### src/rtl/quick_spi_pkg.sv
// Shared types and constants for the quick SPI master.
// Build option: define QUICK_SPI_LSB_FIRST_EN to shift both directions LSB-first.
package quick_spi_pkg;

  localparam int unsigned DefaultNumSlaves = 2;
  localparam int unsigned DefaultOutWidth  = 16;
  localparam int unsigned DefaultInWidth   = 8;

  localparam logic OP_WRITE = 1'b0;
  localparam logic OP_READ  = 1'b1;

`ifdef QUICK_SPI_LSB_FIRST_EN
  localparam bit LsbFirst = 1'b1;
`else
  localparam bit LsbFirst = 1'b0;
`endif

  typedef enum logic [1:0] {
    StIdle,
    StTransfer,
    StDone
  } state_e;

endpackage

### src/rtl/quick_spi_master_if.sv
// Controller-side and SPI-side signals of the quick SPI master.
// The master modport is the design view; peer is the view of whatever drives and observes it.
interface quick_spi_master_if
  import quick_spi_pkg::*;
#(
  parameter int unsigned NUMBER_OF_SLAVES    = DefaultNumSlaves,
  parameter int unsigned OUTGOING_DATA_WIDTH = DefaultOutWidth,
  parameter int unsigned INCOMING_DATA_WIDTH = DefaultInWidth
);
  logic                           enable;
  logic                           start_transaction;
  logic [NUMBER_OF_SLAVES-1:0]    slave;
  logic                           operation;
  logic                           end_of_transaction;
  logic [INCOMING_DATA_WIDTH-1:0] incoming_data;
  logic [OUTGOING_DATA_WIDTH-1:0] outgoing_data;
  logic                           mosi;
  logic                           miso;
  logic                           sclk;
  logic [NUMBER_OF_SLAVES-1:0]    ss_n;

  modport master (
    input  enable, start_transaction, slave, operation, outgoing_data, miso,
    output end_of_transaction, incoming_data, mosi, sclk, ss_n
  );

  modport peer (
    output enable, start_transaction, slave, operation, outgoing_data, miso,
    input  end_of_transaction, incoming_data, mosi, sclk, ss_n
  );
endinterface

### src/rtl/quick_spi_shifter.sv
// Parallel-load shift register with serial in/out; LsbFirst selects shift direction.
// Reset is synchronous, active-low.
module quick_spi_shifter #(
  parameter int unsigned Width    = 8,
  parameter bit          LsbFirst = 1'b0
) (
  input  logic             clk_i,
  input  logic             rst_ni,
  input  logic             clear_i,
  input  logic             load_i,
  input  logic [Width-1:0] data_i,
  input  logic             shift_i,
  input  logic             serial_i,
  output logic             serial_o,
  output logic [Width-1:0] data_o
);
  logic [Width-1:0] shreg_q;

  // Clear has priority over load, load over shift.
  always_ff @(posedge clk_i) begin
    if (!rst_ni || clear_i) begin
      shreg_q <= '0;
    end else if (load_i) begin
      shreg_q <= data_i;
    end else if (shift_i) begin
      shreg_q <= LsbFirst ? {serial_i, shreg_q[Width-1:1]} : {shreg_q[Width-2:0], serial_i};
    end
  end

  // Head bit is the one leaving next; zeros fill in behind it.
  always_comb begin
    serial_o = LsbFirst ? shreg_q[0] : shreg_q[Width-1];
    data_o   = shreg_q;
  end
endmodule

### src/rtl/quick_spi_master.sv
// Mode-0 SPI master: write shifts a word out; read shifts it out then captures a reply.
// sclk runs at clk/2. Build option QUICK_SPI_LSB_FIRST_EN makes both directions LSB-first.
module quick_spi_master
  import quick_spi_pkg::*;
#(
  parameter int unsigned NUMBER_OF_SLAVES    = DefaultNumSlaves,
  parameter int unsigned OUTGOING_DATA_WIDTH = DefaultOutWidth,
  parameter int unsigned INCOMING_DATA_WIDTH = DefaultInWidth
) (
  input logic               clk,
  input logic               reset_n,
  quick_spi_master_if.master bus
);
  localparam int unsigned WrToggles = 2 * OUTGOING_DATA_WIDTH;
  localparam int unsigned RdToggles = 2 * (OUTGOING_DATA_WIDTH + INCOMING_DATA_WIDTH);
  localparam int unsigned CntW      = $clog2(RdToggles + 1);

  state_e                         state_q;
  logic                           sclk_q;
  logic [CntW-1:0]                cnt_q;
  logic                           op_q;
  logic                           eot_q;
  logic [NUMBER_OF_SLAVES-1:0]    ss_n_q;
  logic [INCOMING_DATA_WIDTH-1:0] rd_data_q;

  logic                           start, abort, last_toggle;
  logic                           tx_shift, rx_shift;
  logic [CntW-1:0]                total;
  logic                           tx_serial;
  logic [INCOMING_DATA_WIDTH-1:0] rx_data;
  logic                           unused_rx_serial;
  logic [OUTGOING_DATA_WIDTH-1:0] unused_tx_data;

  // Shift strobes: tx advances on falling sclk toggles, rx samples on rising ones after the
  // out-bits of a read.
  always_comb begin
    start       = (state_q == StIdle) && bus.enable && bus.start_transaction;
    abort       = (state_q == StTransfer) && !bus.enable;
    total       = (op_q == OP_READ) ? CntW'(RdToggles) : CntW'(WrToggles);
    last_toggle = (cnt_q + CntW'(1)) == total;
    tx_shift    = (state_q == StTransfer) && bus.enable && sclk_q;
    rx_shift    = (state_q == StTransfer) && bus.enable && !sclk_q && (op_q == OP_READ) &&
                  (cnt_q >= CntW'(WrToggles));
  end

  quick_spi_shifter #(
    .Width    (OUTGOING_DATA_WIDTH),
    .LsbFirst (LsbFirst)
  ) u_tx (
    .clk_i    (clk),
    .rst_ni   (reset_n),
    .clear_i  (abort),
    .load_i   (start),
    .data_i   (bus.outgoing_data),
    .shift_i  (tx_shift),
    .serial_i (1'b0),
    .serial_o (tx_serial),
    .data_o   (unused_tx_data)
  );

  quick_spi_shifter #(
    .Width    (INCOMING_DATA_WIDTH),
    .LsbFirst (LsbFirst)
  ) u_rx (
    .clk_i    (clk),
    .rst_ni   (reset_n),
    .clear_i  (start),
    .load_i   (1'b0),
    .data_i   ('0),
    .shift_i  (rx_shift),
    .serial_i (bus.miso),
    .serial_o (unused_rx_serial),
    .data_o   (rx_data)
  );

  // Transaction FSM with registered sclk, slave selects, completion pulse and read result.
  always_ff @(posedge clk) begin
    if (!reset_n) begin
      state_q   <= StIdle;
      sclk_q    <= 1'b0;
      cnt_q     <= '0;
      op_q      <= OP_WRITE;
      eot_q     <= 1'b0;
      ss_n_q    <= '1;
      rd_data_q <= '0;
    end else begin
      eot_q <= 1'b0;
      unique case (state_q)
        StIdle: begin
          ss_n_q <= '1;
          if (start) begin
            op_q    <= bus.operation;
            ss_n_q  <= ~bus.slave;
            sclk_q  <= 1'b0;
            cnt_q   <= '0;
            state_q <= StTransfer;
          end
        end
        StTransfer: begin
          if (!bus.enable) begin
            state_q <= StIdle;
            sclk_q  <= 1'b0;
            cnt_q   <= '0;
            ss_n_q  <= '1;
          end else begin
            sclk_q <= ~sclk_q;
            cnt_q  <= cnt_q + CntW'(1);
            if (last_toggle) state_q <= StDone;
          end
        end
        StDone: begin
          eot_q  <= 1'b1;
          ss_n_q <= '1;
          if (op_q == OP_READ) rd_data_q <= rx_data;
          state_q <= StIdle;
        end
        default: state_q <= StIdle;
      endcase
    end
  end

  assign bus.sclk               = sclk_q;
  assign bus.mosi               = tx_serial;
  assign bus.ss_n               = ss_n_q;
  assign bus.end_of_transaction = eot_q;
  assign bus.incoming_data      = rd_data_q;
endmodule

### src/flat_wrapper.sv
// flat-port wrapper written by rule: the top's interface ports become plain ports
module quick_spi_master_flat import quick_spi_pkg::*;
#(
  parameter int unsigned NUMBER_OF_SLAVES    = DefaultNumSlaves,
  parameter int unsigned OUTGOING_DATA_WIDTH = DefaultOutWidth,
  parameter int unsigned INCOMING_DATA_WIDTH = DefaultInWidth
)
  (clk, reset_n, bus_enable, bus_start_transaction, bus_slave, bus_operation, bus_outgoing_data, bus_miso, bus_end_of_transaction, bus_incoming_data, bus_mosi, bus_sclk, bus_ss_n);
  quick_spi_master_if #(.NUMBER_OF_SLAVES(NUMBER_OF_SLAVES), .OUTGOING_DATA_WIDTH(OUTGOING_DATA_WIDTH), .INCOMING_DATA_WIDTH(INCOMING_DATA_WIDTH)) bus_i ();
  input logic clk;
  input logic reset_n;
  input wire logic [$bits(bus_i.enable)-1:0] bus_enable;
  input wire logic [$bits(bus_i.start_transaction)-1:0] bus_start_transaction;
  input wire logic [$bits(bus_i.slave)-1:0] bus_slave;
  input wire logic [$bits(bus_i.operation)-1:0] bus_operation;
  input wire logic [$bits(bus_i.outgoing_data)-1:0] bus_outgoing_data;
  input wire logic [$bits(bus_i.miso)-1:0] bus_miso;
  output wire logic [$bits(bus_i.end_of_transaction)-1:0] bus_end_of_transaction;
  output wire logic [$bits(bus_i.incoming_data)-1:0] bus_incoming_data;
  output wire logic [$bits(bus_i.mosi)-1:0] bus_mosi;
  output wire logic [$bits(bus_i.sclk)-1:0] bus_sclk;
  output wire logic [$bits(bus_i.ss_n)-1:0] bus_ss_n;
  assign bus_i.enable = bus_enable;
  assign bus_i.start_transaction = bus_start_transaction;
  assign bus_i.slave = bus_slave;
  assign bus_i.operation = bus_operation;
  assign bus_i.outgoing_data = bus_outgoing_data;
  assign bus_i.miso = bus_miso;
  assign bus_end_of_transaction = bus_i.end_of_transaction;
  assign bus_incoming_data = bus_i.incoming_data;
  assign bus_mosi = bus_i.mosi;
  assign bus_sclk = bus_i.sclk;
  assign bus_ss_n = bus_i.ss_n;
  quick_spi_master #(.NUMBER_OF_SLAVES(NUMBER_OF_SLAVES), .OUTGOING_DATA_WIDTH(OUTGOING_DATA_WIDTH), .INCOMING_DATA_WIDTH(INCOMING_DATA_WIDTH)) u_core (.clk(clk), .reset_n(reset_n), .bus(bus_i));
endmodule
### config.mk
export PLATFORM = sky130hd
export DESIGN_NAME = quick_spi_master_flat
export DESIGN_NICKNAME = d
export VERILOG_FILES = /design/src/rtl/quick_spi_pkg.sv /design/src/rtl/quick_spi_master_if.sv /design/src/rtl/quick_spi_shifter.sv /design/src/rtl/quick_spi_master.sv /design/src/flat_wrapper.sv
export SDC_FILE = /design/constraint.sdc
export NUM_CORES = 1
export LEC_CHECK = 0
export BUFFER_PORTS_ARGS = -buffer_cell sky130_fd_sc_hd__buf_2
export CORE_MARGIN = 8
export CORE_UTILIZATION = 59
export CTS_CLUSTER_SIZE = 28
export DETAILED_ROUTE_END_ITERATION = 12
export HOLD_SLACK_MARGIN = 0.06
export PLACE_DENSITY = 0.84
export SLEW_MARGIN = 20
export SYNTH_ARGS = -nofsm -noshare
export SYNTH_HDL_FRONTEND = slang
export SYNTH_SLANG_ARGS = --single-unit
### constraint.sdc
create_clock -name clk -period 2.9 [get_ports clk]
set_clock_uncertainty 0.15 [all_clocks]
set_input_delay 0.435 -clock clk [delete_from_list [all_inputs] [get_ports clk]]
set_output_delay 0.435 -clock clk [all_outputs]
set_load 0.005 [all_outputs]
After elaboration in Yosys (flattened, before gate mapping). Cells that the tools add are included.

Output and inout bits: 13. Bits of input ports: 24. Bits in registers: 45. Word-level logic and storage cells: 58.

$add $sub $neg: 1. Bitwise operators: 2. Order comparisons: 1. Mux-type cells: 17. Equality and inequality tests: 6. Reductions and logical operators: 22.

Operator list (count): 16-bit two-way mux (2); 6-bit two-way mux (2); 6-bit one-hot mux with 2 select lines (1); 2-bit two-way mux (5); 2-bit AND reduction (5); 1-bit logical AND (8); 6-bit by 1-bit adder with 6-bit output, second input constant (1); 6-bit == test (1); 6-bit >= comparator, second input constant (1); 2-bit one-hot mux with 3 select lines (1); 5-bit two-way mux (1); 2-bit inequality test, second input constant (2); 2-bit one-hot mux with 2 select lines (1); 2-bit nonzero test (2); 1-bit logical NOT (3); 1-bit two-way mux (3); 3-bit by 2-bit inequality test with 1-bit output, second input constant (1); 3-bit nonzero test (1); 2-bit by 1-bit == test with 1-bit output, second input constant (1); 2-bit == test, second input constant (1); 2-bit logical NOT (1); 1-bit logical OR (2); 2-bit inverter (1); 1-bit one-hot mux with 2 select lines (1); 1-bit inverter (1).

Logic depth before layout (Yosys ltp). Gate-level depths: netlist of run 1.

Word-level depth: 5. Depth in mapped cells: 7.

Cells and area by module. A second synthesis of run 1 with hierarchy kept.

Cells, all modules: 238. Area, all modules: 2242.2 um2.

By module, submodules not included: quick_spi_master (sequential area each 420.4 um2, area an instance 1032.2 um2, instances 1, cells an instance 128); quick_spi_shifter at u_core.u_tx (sequential area each 320.3 um2, area an instance 827.0 um2, instances 1, cells an instance 73); quick_spi_shifter at u_core.u_rx (sequential area each 160.2 um2, area an instance 382.9 um2, instances 1, cells an instance 37).

Worst setup path after synthesis of run 1. Ideal clock, no wire load.

Path type: register to register. Start: reg u_core.state_q[0]. End: reg u_core.cnt_q[2]. Data required time: 2.680 ns. Stages on the path, launching flop included: 8. Buffers on the path: 1. Clock period less this slack: 1.841 ns. Arrival: 1.621 ns. Path slack: 1.059 ns. Cell sequence: dfxtp_1 -> inv_1 -> ha_1 -> and3_1 -> buf_6 -> a21oi_4 -> or4b_1 -> a21oi_1.

Longest elaborated chain between the ends: 5. Elaborated cells between the ends (all ways): 8.

Ends and longest elaborated chain: start, declared (RTL line quick_spi_master.sv:18) `state_e state_q;`; start signal, assigned (RTL line quick_spi_master.sv:79) `state_q <= StIdle;`; start signal, assigned (RTL line quick_spi_master.sv:96) `state_q <= StTransfer;`; start signal, assigned (RTL line quick_spi_master.sv:101) `state_q <= StIdle;`; 2-bit logical NOT (RTL line quick_spi_master.sv:37, quick_spi_master.sv:88); 1-bit logical AND (2 in a row) (RTL line quick_spi_master.sv:37) `start = (state_q == StIdle) && bus.enable && bus.start_transaction;`; 2-bit inequality test (no source line); 2-bit AND reduction (no source line); end signal, assigned (RTL line quick_spi_master.sv:107) `cnt_q <= cnt_q + CntW'(1);`; end, declared (RTL line quick_spi_master.sv:20) `logic [CntW-1:0] cnt_q;`.

Several ways; a longest one is shown, not always the timed one. A chain may end at the register's enable or synchronous reset.

Worst setup path in the final report of run 1.
Start: reg u_core.state_q[1]. End: reg u_core.u_rx.shreg_q[7] (netlist: u_core.u_rx.data_o[7]).

Longest elaborated chain between the ends: 5. Elaborated cells between the ends (all ways): 9.

Ends and longest elaborated chain: 2-bit by 1-bit == test with 1-bit output (RTL line quick_spi_master.sv:42) `rx_shift = (state_q == StTransfer) && bus.enable && !sclk_q && (op_q == OP_READ) &&`; 1-bit logical AND (4 in a row) (RTL line quick_spi_master.sv:42); end signal, assigned (RTL line quick_spi_shifter.sv:24) `shreg_q <= data_i;`; end signal, assigned (RTL line quick_spi_shifter.sv:26) `shreg_q <= LsbFirst ? {serial_i, shreg_q[Width-1:1]} : {shreg_q[Width-2:0], serial_i};`; end, declared (RTL line quick_spi_shifter.sv:17) `logic [Width-1:0] shreg_q;`.

Several ways; a longest one is shown, not always the timed one.

==> impl_metrics.ini, run 1 <==
[final_layout]
fillerInstances = 281
n_antenna_cell = 0
multi_input_comb_area_um2 = 1060
final_cell_mix = dfxtp_1, buf_2, nor2_1, mux2i_1, nand2_1
drive_above_1_share_pct = 18.0
area_growth_pct = 14.1
finalNonFillerCells = 312
ff_latch_area_um2 = 901
final_util_pct = 70.0
final_nets = 296
layout_commonest_cell = dfxtp_1

[critical_path]
path_class = reg -> reg
r2r_slack_ns = 0.74
critPathLaunchType = flip-flop
critical-path-max-stage-delay_ns = 0.47
r2r-end = u_core.u_rx.data_o[7]
required_ns = 3.00
timing.rr.start = u_core.state_q[1]
critPathCaptureType = flip-flop
crit_slowest_cell = nand4b_1
critical_path_peak_fanout = 8
cp_top_family = simple AND/OR/NAND/NOR gates
crit_buf_inv = 1
r2r_cells = 6
arrival_ns = 2.26
crit_chain = inv_1, ha_1, and2_1, nand4b_1, mux2i_1, nor2_1

[detailed_routing]
vias = 1677
wirelength_mm = 4.06
drt-initial-drc-count = 108
first_pass_iters = 4
routedWlPerCell_um = 13.0
drc_errors = 0
antenna_left = 0
avgViaCountPerCell = 5.38

[die]
row_count = 21
pin_count = 37
initial_utilization_pct = 61.3
die_w_um = 74.9
dieHeight_um = 74.9
die_area_um2 = 5610
coreArea_um2 = 3340

[status]
status = complete, no violations

[grt]
grt_pass1_wl_mm = 6.68
overflow = 0
grt_use_total_pct = 15.3
grt_pass1_vias = 1544
grt_max_degree = 30
grt_antenna_before_repair = 0

[run]
cap_viol_max_count = 0

[sta]
maxClockFrequency_mhz = 464
setup_viol = 0
max-slew-margin-rel_pct = 64.3
whs_ns = 0.163
slew_violations = 0
post-route-period-util_pct = 74.3
rsz0062_at_grt = false
hold_viol = 0
layout_min_cycle_time_ns = 2.16
tightest_slew_ns = 0.533
final.setup.tns_ns = 0

[clock_network]
clkLatencyLatePin_ns = 0.36
root_buffer = clkbuf_4
cts_tree = done
h-tree-depth = 2
cts_buffers = 5
post-cts-setup-buffers = 0
cts_resized = 0
cts_buffer_depth = 2
holdBufCountCts = 0
clkSlewWorstSetupHoldPaths_ns = 0.13
numClockSinks = 45

[placed_design]
gp_congestion = 0.805
numPortBuffers = 36
hpwl_mm = 2.99
place_inst = 304

[synthesis]
synthCells = 230
ys_seq_area_share_pct = 44.0
syn_avg_cell_area_um2 = 8.90
synth.net_count = 261
synth_area_um2 = 2050
ys_seq_elements = 45
synth.distinct_cells = 36
synth_warnings = 0

[power]
p_leak_nw = 0.964
power_density_nw_per_um2 = 545
vdd_ir_drop_max_v = 0.000307
finalPower_mw = 1.27

[hold_path]
worstHoldStart = bus_miso
hold_depth = 3
hold_path_class = in -> reg
min_to = u_core.u_rx.data_o[0]
==> kinds of logic after synthesis <==
logic type               after synthesis  synth area share (%)
buffers and inverters                 20                  4.34
adder cells (fa/ha/maj)                7                  4.28
flip-flops                            45                  44.0
AND/OR/NAND/NOR                       83                  18.3
multiplexers                          24                  11.7
AO/OA/AOI/OAI                         50                  16.1
XOR/XNOR                               1                  1.16
==> metal layers <==
layer / wire [um] / part of all wire [%] / GRT usage, %
met5: 0 / 0 / 0
met4: 46 / 1.1 / 5.22
met1: 1870 / 46 / 18.1
met2: 1890 / 46 / 24.7
met3: 255 / 6.3 / 5.86
==> worst min-delay path, stage by stage <==
cell and delay [ns]:
buf_2 0.08, mux2i_1 0.05, nor2_1 0.08
==> how the worst max path moves through the flow <==
stage                            startpoint                    end  slack, ns  depth (start not counted)
after floorplan           u_core.state_q[0]        u_core.cnt_q[2]       1.06                          7
after global placement    u_core.state_q[1]  u_core.u_rx.data_o[2]       0.87                          6
after detailed placement  u_core.state_q[1]  u_core.u_rx.data_o[7]       0.75                          6
after CTS                 u_core.state_q[1]  u_core.u_rx.data_o[7]       0.73                          6
after global routing      u_core.state_q[1]  u_core.u_rx.data_o[7]       0.60                          6
final                     u_core.state_q[1]  u_core.u_rx.data_o[7]       0.74                          6
==> final cells by class <==
type	instances	area share (%)
clock inverter	2	1.66
inverter	8	1.29
timing repair buffer	40	9.00
clock buffer	6	1.77
multi-input combinational	165	45.3
sequential	45	38.6
tap	46	2.46
==> power breakdown <==
group / switching (mW) / total (mW) / internal (mW)
clock network: 0.203 / 0.387 / 0.184
registers: 0.0194 / 0.670 / 0.651
logic: 0.128 / 0.216 / 0.0883
total: 0.350 / 1.27 / 0.923
==> flip-flops by register name (all words and copies together), names as in the netlist <==
name and cells:
u_core.u_tx.data_o 16, u_core.bus.incoming_data 8, u_core.u_rx.data_o 8, u_core.cnt_q 6, u_core.bus.ss_n 2, u_core.state_q 2, u_core.bus.end_of_transaction 1, u_core.bus.sclk 1
u_core.op_q 1
==> cells in the mapped netlist <==
master    instances  share of area (%)
ha_1              7                4.3
buf_4             1               0.37
nor2b_1           2               0.61
a31oi_1           1               0.31
mux2i_1          24                 12
a211o_1           1               0.43
nand3_1          12                2.9
a311oi_1          1               0.43
o21ai_0           6                1.5
buf_2             2               0.49
nand2_1          21                3.9
nor4_1            1               0.31
a211oi_1         14                5.1
inv_1             8                1.5
a22oi_1           2               0.73
or3_1             1               0.31
o311a_1           1               0.49
and3_1            2               0.61
o21a_1            1               0.37
or4b_1            1               0.49
a21boi_0          1               0.37
nor2_1           30                5.5
o32ai_1           2               0.86
a21oi_4           1               0.79
nand2b_1          2               0.61
nand3b_1          1               0.37
nor3_1            7                1.7
buf_6             1               0.55
and2_1            2               0.61
o31ai_1           1               0.37
o21ai_1           1               0.24
dfxtp_1          45                 44
clkbuf_1          8                1.5
xor3_1            1                1.2
nand4b_1          1               0.43
a21oi_1          17                4.2
==> metrics by stage <==
step / worst slack, ns / area, um2
CTS: 0.733 / 2340
finish: 0.744 / 2340
floorplan: 1.06 / 2050
detailed placement: 0.753 / 2260
global placement: 0.867 / 2260
global route: 0.600 / 2340
No activity file was read; power rests on OpenSTA's default activity.
==> run 2, diff against run 1 <==
CORE_UTILIZATION = 49   (was 59)
PLACE_DENSITY = 0.74   (was 0.84)
clock period = 1.8 ns   (was 2.9 ns; I/O delays follow)
==> run 2 against run 1 <==
  * Cell count up 5.1%
  * Hold slack worse by 0.093 ns
  * Flip-flop and latch count unchanged
  * Die area up 16%
  * Core utilization down 7.0 points
  * Setup slack worse by 0.66 ns
  * Sequential power up 61%
  * Register-to-register slack worse by 0.66 ns
  * Cell area up 7.8%
  * Critical path type unchanged
  * Critical endpoint is now u_core.state_q[0]
  * Largest cell class unchanged
==> impl_metrics.ini, run 2 (synthesis results as in run 1) <==
[hold_path]
hold_path_class = in -> reg
worstHoldStart = bus_operation

[sta]
tightest_slew_ns = 0.467
post-route-period-util_pct = 95.2
layout_min_cycle_time_ns = 1.71
maxClockFrequency_mhz = 584
max-slew-margin-rel_pct = 68.8
hold_viol = 0
setup_viol = 0
slew_violations = 0

[detailed_routing]
drc_errors = 0
routedWlPerCell_um = 13.4
first_pass_iters = 4
avgViaCountPerCell = 5.36
antenna_left = 0
vias = 1758
wirelength_mm = 4.41
drt-initial-drc-count = 130

[final_layout]
final_util_pct = 63.0
largest_reg_flops = 16
n_antenna_cell = 0
design_area_um2 = 2520
fillerInstances = 359
final_nets = 308
final_cell_mix = dfxtp_1, buf_2, nor2_1, mux2i_1, nand2_1
layout_commonest_cell = dfxtp_1
area_growth_pct = 23.0
drive_above_1_share_pct = 23.0

[grt]
use_met1_pct = 18.0
busiest_layer = met2
grt_use_total_pct = 15.0
grt_max_degree = 30
met2_usage_pct = 24.1
overflow = 0
grt_antenna_before_repair = 0
grt_pass1_wl_mm = 7.76
grt_pass1_vias = 1747
met3_usage_pct = 5.58

[clock_network]
cts_buffers = 5
root_buffer = clkbuf_8
cts_buffer_depth = 2
clkLatencyLatePin_ns = 0.30
clkSlewWorstSetupHoldPaths_ns = 0.08
h-tree-depth = 2
cts_tree = done
numClockSinks = 45

[power]
vdd_ir_drop_max_v = 0.000564
p_leak_nw = 1.05
power_density_nw_per_um2 = 897

[critical_path]
critPathLaunchType = flip-flop
critPathCaptureType = flip-flop
required_ns = 1.84
crit_start = u_core.state_q[0]
timing.rr.start = u_core.state_q[0]
path_class = reg -> reg
arrival_ns = 1.75
critical_path_peak_fanout = 6

[die]
pin_count = 37
die_w_um = 80.6
initial_utilization_pct = 51.2
dieHeight_um = 80.6
row_count = 23
coreArea_um2 = 4000
die_area_um2 = 6500

[run]
cap_viol_max_count = 0

[placed_design]
hpwl_mm = 3.10
dpl_cell_area_um2 = 2370
numPortBuffers = 36
gp_congestion = 0.824

[status]
status = complete, no violations
[run 2: final timing paths]
check        cells after the start                          end  slack (ns)
min reg2reg                      2  u_core.bus.incoming_data[7]        0.30
max                              6            u_core.state_q[0]        0.09
max reg2reg                      6            u_core.state_q[0]        0.09
min                              3                  u_core.op_q        0.07
[run 2: per-stage QoR]
stage	hold WS (ns)	setup slack (ns)	power, mW	setup TNS (ns)	cells
after floorplan	0.260	-0.00443	1.37	-0.00443	230
after global placement	0.291	0.0577	1.49	0	318
after detailed placement	0.294	-0.0317	1.50	-0.0317	318
after CTS	0.0601	0.00472	2.27	0	328
after global routing	0.0876	-0.00546	2.38	-0.00546	328
final	0.0694	0.0868	2.26	0	328
[run 2: final cells by class]
type | count | area, um2 | share of cell area [%]
clock buffer | 6 | 72.6 | 2.88
clock inverter | 2 | 38.8 | 1.54
inverter | 8 | 30.0 | 1.19
multi-input combinational | 165 | 1080 | 42.9
sequential | 45 | 901 | 35.8
tap | 50 | 62.6 | 2.48
timing repair buffer | 52 | 334 | 13.3
[run 2: report_power, final]
group / internal (mW) / switching, mW / total [mW]
clock network: 0.417 / 0.347 / 0.763
registers: 1.05 / 0.0354 / 1.08
logic: 0.191 / 0.221 / 0.412
[run 2: worst max-delay path: stages (launching register included)]
cell,delay [ns]
dfxtp_1,0.35
inv_2,0.09
ha_4,0.16
a21boi_0,0.38
nor4_1,0.11
o21a_1,0.12
a211o_1,0.25
[run 2: per-layer routing]
layer / vias to the layer above / share of wire (%) / wire length, um
li1: 908 / - / -
met1: 805 / 47 / 2080
met2: 38 / 46 / 2040
met3: 7 / 5.3 / 235
met4: 0 / 1.0 / 44
met5: - / 0 / 0
[run 2: what timing repair did]
action                     CTS  global route
hold endpoints to repair     2             0
buffers inserted             0             0
setup endpoints to repair    1            31
resized for setup            1             7
hold buffers                 2             0
==> run 3, diff against run 2 <==
SETUP_SLACK_MARGIN = 0.4   (was default)
==> run 3 against run 2 <==
  * Combinational power rose by 29%
  * Wire length rose by 16%
  * Non-clock buffer count rose by 5
  * Clock-buffer cell count fell by 1
  * Sequential share of layout area fell by 3.2 points
  * Sequential power barely moved
  * Setup slack improved by 0.044 ns
  * Clock power rose by 18%
  * Via count rose by 4.0%
  * First-iteration DRC count fell by 20%
  * Total power rose by 12%
==> impl_metrics.ini, run 3 (synthesis results as in run 1) <==
[critical_path]
required_ns = 1.84
critPathLaunchType = flip-flop
critPathCaptureType = flip-flop
critical_path_peak_fanout = 6
path_class = reg -> reg
arrival_ns = 1.71

[detailed_routing]
drc_errors = 0
vias = 1829
wirelength_mm = 5.13
antenna_left = 0
first_pass_iters = 4
routedWlPerCell_um = 15.4
avgViaCountPerCell = 5.49
drt-initial-drc-count = 104

[final_layout]
n_antenna_cell = 0
area_growth_pct = 37.5
largest_reg_flops = 16
layout_commonest_cell = dfxtp_1
final_nets = 313
ff_latch_area_um2 = 916
drive_above_1_share_pct = 40.3
final_cell_mix = dfxtp_1, buf_2, nor2_1, mux2i_1, nand2_1
multi_input_comb_area_um2 = 1230
fillerInstances = 304

[die]
die_w_um = 80.6
coreArea_um2 = 4000
initial_utilization_pct = 51.2
die_area_um2 = 6500
dieHeight_um = 80.6
pin_count = 37
row_count = 23

[sta]
hold_viol = 0
max-slew-margin-rel_pct = 68.0
layout_min_cycle_time_ns = 1.67
slew_violations = 0
maxClockFrequency_mhz = 599
final.setup.tns_ns = 0
setup_viol = 0
rsz0062_at_grt = true
setup_ws_ns = 0.131
whs_ns = 0.0663
post-route-period-util_pct = 92.7
tightest_slew_ns = 0.479

[grt]
grt_use_total_pct = 14.9
overflow = 0
grt_pass1_wl_mm = 7.80
grt_pass1_vias = 1756
grt_antenna_before_repair = 0
grt_max_degree = 30

[placed_design]
numPortBuffers = 36
place_ws_ns = 0.0829
gp_congestion = 0.810
hpwl_mm = 3.13

[run]
cap_viol_max_count = 0

[clock_network]
h-tree-depth = 2
numClockSinks = 45
cts_buffer_depth = 2
cts_tree = done
cts_buffers = 5
root_buffer = clkbuf_8
clkSlewWorstSetupHoldPaths_ns = 0.09
clkLatencyLatePin_ns = 0.30

[hold_path]
hold_path_class = in -> reg

[power]
p_leak_nw = 1.15
vdd_ir_drop_max_v = 0.000509
power_density_nw_per_um2 = 897

[status]
status = complete, no violations
## run 3: cell count changes in the layout (fill, tap and decap cells not counted), sizes merged
cell         previous run  this run
buf                    50        53
bufinv                  1         2
clkbuf                  6         8
dlygate4sd3             2         1
## run 3: final timing paths
kind / to / depth (start not counted) / start / slack, ns
worst max-delay path: u_core.state_q[0] / 6 / u_core.state_q[0] / 0.13
worst min-delay path: u_core.op_q / 3 / bus_operation / 0.07
worst max register to register: u_core.state_q[0] / 6 / u_core.state_q[0] / 0.13
worst min register to register: u_core.bus.incoming_data[0] / 2 / u_core.bus.incoming_data[0] / 0.30
## run 3: through the flow
stage          instance area [um2]  std cells  util, %  total power, mW
5_1_grt                       2810        333     70.3             2.63
3_3_place_gp                  2350        311     58.7             1.49
2_1_floorplan                 2120        230        -             1.39
6_report                      2810        333     70.3             2.52
4_1_cts                       2570        326     64.3             2.43
3_5_place_dp                  2350        311     58.7             1.50
## run 3: power by group
part	total (mW)	internal (mW)	switching [mW]	leakage (nW)
logic	0.531	0.259	0.272	0.712
clock network	0.900	0.551	0.349	0.0681
registers	1.09	1.05	0.0424	0.370
total	2.52	1.86	0.663	1.15
## run 3: timing repair
item                                    CTS  global route
cloned                                    0             3
endpoints found under the hold margin     1             0
hold buffers                              1             0
endpoints found under the setup margin   36            45
pin swaps                                10            11
setup buffers                             6             4
resized for setup                        11            38
## run 3: cell type report
class                   instances  area share, %
inverters                       8           1.33
repair buffers                 57           15.3
clock inverters                 3           2.31
clock buffers                   5           2.45
flip-flops and latches         45           32.5
well taps                      50           2.22
multi-input cells             165           43.9
## run 3: critical path: stages (launching register included)
cell and delay, ns:
dfxtp_4 0.37, buf_6 0.12, ha_4 0.18, and2_4 0.20, o21ai_2 0.19, nor2_1 0.07, a211o_1 0.29
## run 3: metal layers
metal / wire length [um] / share of wire [%] / vias to the layer above / track usage [%]
met5: 0 / 0 / - / 0
li1: - / - / 914 / -
met1: 2320 / 45 / 869 / 17.8
met3: 271 / 5.3 / 6 / 4.58
met4: 71 / 1.4 / 0 / 5.45
met2: 2470 / 48 / 40 / 24.5
